--- src/rtl/period_meter_pkg.sv ---
// period_meter shared definitions.
// FSM encoding and default sizing used by the meter and its sub-blocks.
package period_meter_pkg;

  localparam int CNT_W_DEF   = 27;
  localparam int TIMEOUT_DEF = 100_000_000;

  typedef enum logic {
    IDLE    = 1'b0,
    MEASURE = 1'b1
  } state_t;

endpackage

--- src/rtl/sync_edge.sv ---
// Two-flop synchronizer plus history flop for a slow async input.
// rise/fall are single-cycle strobes derived from the synchronized level.
module sync_edge (
  input  logic clk_100MHz,
  input  logic reset,
  input  logic async_in,
  output logic level,
  output logic rise,
  output logic fall
);

  logic meta;
  logic sync;
  logic hist;

  always_ff @(posedge clk_100MHz) begin
    if (!reset) begin
      meta <= 1'b0;
      sync <= 1'b0;
      hist <= 1'b0;
    end else begin
      meta <= async_in;
      sync <= meta;
      hist <= sync;
    end
  end

  assign level = sync;
  assign rise  = sync & ~hist;
  assign fall  = ~sync & hist;

endmodule

--- src/rtl/period_meter.sv ---
// Measures period and high time of a slow square wave in clk cycles.
// Edges are timed after the synchronizer, so its latency cancels out.
module period_meter
  import period_meter_pkg::*;
#(
  parameter int CNT_W   = CNT_W_DEF,
  parameter int TIMEOUT = TIMEOUT_DEF
) (
  input  logic             clk_100MHz,
  input  logic             reset,
  input  logic             sig_in,
  output logic [CNT_W-1:0] period,
  output logic [CNT_W-1:0] high_time,
  output logic             meas_valid,
  output logic             timeout
);

  localparam logic [CNT_W-1:0] LIMIT = CNT_W'(TIMEOUT - 1);

  state_t           state;
  logic [CNT_W-1:0] cnt;
  logic [CNT_W-1:0] cnt_inc;
  logic [CNT_W-1:0] hi_cap;
  logic             hi_seen;
  logic             level;
  logic             rise;
  logic             fall;
  logic             at_limit;
  logic             take_rise;
  logic             take_to;
  logic             take_hi;

  sync_edge u_sync (
    .clk_100MHz (clk_100MHz),
    .reset      (reset),
    .async_in   (sig_in),
    .level      (level),
    .rise       (rise),
    .fall       (fall)
  );

  assign cnt_inc  = cnt + 1'b1;
  assign at_limit = (cnt == LIMIT);

  // a rise on the limit cycle still counts as a measurement
  assign take_rise = rise;
  assign take_to   = at_limit & ~rise;
  assign take_hi   = fall & ~hi_seen & ~at_limit;

  always_ff @(posedge clk_100MHz) begin
    if (!reset) begin
      state      <= IDLE;
      cnt        <= '0;
      hi_cap     <= '0;
      hi_seen    <= 1'b0;
      period     <= '0;
      high_time  <= '0;
      meas_valid <= 1'b0;
      timeout    <= 1'b0;
    end else begin
      meas_valid <= 1'b0;
      case (state)
        IDLE: begin
          if (rise) begin
            state   <= MEASURE;
            cnt     <= '0;
            hi_seen <= 1'b0;
          end
        end
        MEASURE: begin
          unique case (1'b1)
            take_rise: begin
              period     <= cnt_inc;
              high_time  <= hi_seen ? hi_cap : '0;
              meas_valid <= 1'b1;
              timeout    <= 1'b0;
              cnt        <= '0;
              hi_seen    <= 1'b0;
            end
            take_to: begin
              state   <= IDLE;
              timeout <= 1'b1;
              cnt     <= '0;
              hi_seen <= 1'b0;
            end
            take_hi: begin
              hi_cap  <= cnt_inc;
              hi_seen <= 1'b1;
              cnt     <= cnt_inc;
            end
            default: cnt <= cnt_inc;
          endcase
        end
        default: state <= IDLE;
      endcase
    end
  end

  a_edge_level: assert property (
    @(posedge clk_100MHz) disable iff (!reset)
      !(rise && !level) && !(fall && level)
  );

endmodule

--- config.mk ---
export PLATFORM = sky130hd
export DESIGN_NAME = period_meter
export DESIGN_NICKNAME = d
export VERILOG_FILES = /design/src/rtl/period_meter_pkg.sv /design/src/rtl/sync_edge.sv /design/src/rtl/period_meter.sv
export SDC_FILE = /design/constraint.sdc
export NUM_CORES = 1
export LEC_CHECK = 0
export BUFFER_PORTS_ARGS = -buffer_cell sky130_fd_sc_hd__clkbuf_2
export CAP_MARGIN = 0
export CORE_ASPECT_RATIO = 1.1
export CORE_MARGIN = 1.5
export CORE_UTILIZATION = 35
export CTS_CLUSTER_DIAMETER = 120
export DETAILED_ROUTE_END_ITERATION = 8
export PLACE_DENSITY_LB_ADDON = 0.3
export SYNTH_ARGS = -nofsm -noshare
export SYNTH_HDL_FRONTEND = slang
export SYNTH_HIERARCHICAL = 1
export SYNTH_SLANG_ARGS = --single-unit
--- constraint.sdc ---
create_clock -name clk_100MHz -period 5.18 [get_ports clk_100MHz]
set_clock_uncertainty 0.2 [all_clocks]
set_input_delay 0.259 -clock clk_100MHz [delete_from_list [all_inputs] [get_ports clk_100MHz]]
set_output_delay 0.259 -clock clk_100MHz [all_outputs]
set_load 0.005 [all_outputs]
==> reports/metrics.cfg <==
[setup_path]
crit_type=flop to flop
end_kind=flop
critPathLaunchType=flop
cp.arrival_ps=2500
r2r-end=hi_cap[20]
cp.required_ps=5250
path_max_fanout=54
timing.rr.start=cnt[0]
regToRegSetupSlack_ps=2750
reg2regPathDepth=7

[floorplan]
initial_utilization=0.357
core_um2=12500
die_area_um2=13500
ios=59
die_w_um=111
num_rows=43
die_h_um=122

[sta]
drv_slew=0
worst_slew_pin_slew_ps=1170
slew_headroom=0.216
period_needed_ps=2430
setup_viol=0
fin_ws_ps=2750
rsz0062_at_grt=no
timing.final.crit_share=0.469
finalSetupTns_ps=0
hold_viol=0
max_freq_mhz=412

[layout]
final_nets=517
syn_to_final_growth_pct=20.5
diodes=0
fillers=1203
drive_gt1_frac=0.196

[synthesis]
ys.flop_type=dfxtp_1
yosys_warnings=6
syn_area_um2=4470
ys_ff_latch=115
yosysUniqueCellTypes=51
synth_cells=466
synth_edf_count=0
avgSynthCellArea_um2=9.59
yosysSeqAreaShare=0.515
syn-num-nets=470
async_flop_share=0

[clocking]
h-tree-depth=4
cts_buffer_depth=2
clk_pin_slew_ps=50
root_buffer=clkbuf_16
clock_sinks=115
clk_latency_ps=410
cts_setup_buffers=0
cts_tree=yes
cts_buffers=17

[routing]
route.detailed.drc=0
wl_per_cell_um=15.1
vias=3568
routed_wirelength_um=10300
antenna_left=0
drtPass1Iterations=7
drt-initial-drc-count=326
vias_per_cell=5.23

[global_routing]
grt_first_pass_wirelength_um=16900
antenna_found_initial=0
overflow=0
grt_usage=0.157
grt_start_max_net_pins=56
grt_pass1_vias=3352

[power_and_ir_drop]
p_per_area_nw_per_um2=381
cellLeakagePower_nw=2.21
peakVddDrop_v=0.000222

[placement]
io_buffers=58
hpwl_um=7020
place_ws_ps=2720
place_congestion=0.850

[min_path]
min_path_type=flop to flop
min_to=period[4]
hold_depth=2
hold_start=period[4]

[flow_run]
max-cap-violations=0

[status]
status=finished clean

## state kept, by name, indices dropped and copies added (netlist names)
signal,cells
high_time,27
timeout,1
hi_seen,1
u_sync/hist,1
period,27
meas_valid,1
u_sync/meta,1
cnt,27
hi_cap,27
state,1
u_sync/level,1
## cells by family (layout without fill, tap and decap cells)
family | after synthesis | after routing | synth area share
buffers and inverters | 38 | 97 | 0.0465
adders and majority gates | 1 | 1 | 0.00280
muxes | 1 | 1 | 0.00224
xor gates and xnor gates | 24 | 24 | 0.0470
AOI/OAI and AO/OA | 139 | 139 | 0.211
and+or+nand+nor | 148 | 148 | 0.175
DFF | 115 | 115 | 0.515
## per-stage QoR
step	cell area, um2	total power, mW	hold slack, ps	utilization	instances
3_3_place_gp	4800	0.940	241	0.383	650
2_1_floorplan	4470	0.933	181	-	466
5_1_grt	5390	2.12	275	0.430	682
6_report	5390	2.05	257	0.430	682
4_1_cts	5390	2.07	261	0.430	682
3_5_place_dp	4800	0.941	250	0.383	650
## cell type report
class / count / area [um2] / area share
Timing Repair Buffer: 62 / 323 / 0.0599
Sequential cell: 115 / 2300 / 0.427
Clock buffer: 21 / 470 / 0.0873
Tap cell: 157 / 196 / 0.0365
Clock inverter: 10 / 108 / 0.0200
Inverter: 4 / 15.0 / 0.00279
Multi-Input combinational cell: 313 / 1970 / 0.366
## worst max path at each step
stage / start / endpoint / slack (ps) / depth (start not counted)
2_1_floorplan: cnt[9] / cnt[2] / 3080 / 7
3_3_place_gp: reset / cnt[1] / 2810 / 4
3_5_place_dp: reset / cnt[1] / 2720 / 4
4_1_cts: cnt[0] / hi_cap[20] / 2750 / 7
5_1_grt: cnt[0] / hi_cap[17] / 2500 / 7
6_report: cnt[0] / hi_cap[20] / 2750 / 7
## timing repair
action / 4_1_cts / 5_1_grt
hold endpoints to repair: 1 / 0
hold buffers: 1 / 0
resized for setup: 0 / 0
## Yosys cell counts, drive strengths merged, types with 5 or more instances
| master | n | share of area |
|---|---|---|
| xnor2 | 16 | 0.031 |
| a31oi | 9 | 0.013 |
| nor3 | 7 | 0.0078 |
| clkbuf | 19 | 0.016 |
| o211a | 16 | 0.036 |
| nor2b | 5 | 0.0070 |
| o21ai | 51 | 0.057 |
| buf | 15 | 0.027 |
| a21oi | 21 | 0.027 |
| dfxtp | 115 | 0.51 |
| nor4 | 10 | 0.022 |
| nand3 | 16 | 0.018 |
| nor2 | 7 | 0.0059 |
| a22o | 29 | 0.057 |
| nand4 | 9 | 0.014 |
| nand2 | 69 | 0.058 |
| xor2 | 8 | 0.016 |
## per-layer routing
| metal | part of all wire | vias to the layer above | track usage |
|---|---|---|---|
| li1 | - | 1780 | - |
| met1 | 0.47 | 1681 | 0.201 |
| met2 | 0.47 | 96 | 0.255 |
| met3 | 0.048 | 11 | 0.0423 |
| met4 | 0.013 | 0 | 0.0585 |
| met5 | 0 | - | 0 |
## worst max-delay path, stage by stage (launching register included)
cell and delay (ps):
dfxtp_1 450, ha_1 290, nand3_1 240, nor4_4 460, a21oi_4 90, buf_4 300
o21ai_1 180, a21oi_1 70
## cell usage in the layout, fill, tap and decap left out, types with 2 or more instances in the layout
| cell | netlist | layout |
|---|---|---|
| o21a_1 | 2 | 2 |
| a31oi_1 | 9 | 9 |
| o211a_1 | 16 | 16 |
| o21ai_1 | 16 | 16 |
| nor2_1 | 7 | 6 |
| a22o_1 | 29 | 29 |
| o22ai_1 | 3 | 3 |
| xnor2_1 | 16 | 16 |
| nand4_1 | 8 | 8 |
| bufinv_16 | 0 | 2 |
| buf_4 | 1 | 3 |
| dfxtp_1 | 115 | 115 |
| clkbuf_16 | 0 | 17 |
| or3_1 | 4 | 4 |
| o21ai_0 | 35 | 35 |
| and2_1 | 4 | 4 |
| nand2b_1 | 4 | 4 |
| and3_1 | 3 | 3 |
| a21oi_1 | 19 | 19 |
| xor2_1 | 8 | 8 |
| nor3_1 | 7 | 7 |
| nor4_1 | 7 | 7 |
| nand2_1 | 69 | 69 |
| clkbuf_8 | 0 | 3 |
| inv_1 | 4 | 4 |
| nand3_1 | 16 | 16 |
| nor4_4 | 2 | 2 |
| clkbuf_2 | 0 | 58 |
| clkinv_4 | 0 | 2 |
| clkinv_2 | 0 | 6 |
| nor2b_1 | 5 | 5 |
| a41oi_1 | 2 | 2 |
## power breakdown
group          leakage, nW  internal [mW]  switching, mW
clock network        0.292          0.738          0.390
registers            0.927          0.889        0.00363
logic                0.990        0.00753         0.0236
No activity file was read; power rests on OpenSTA's default activity.
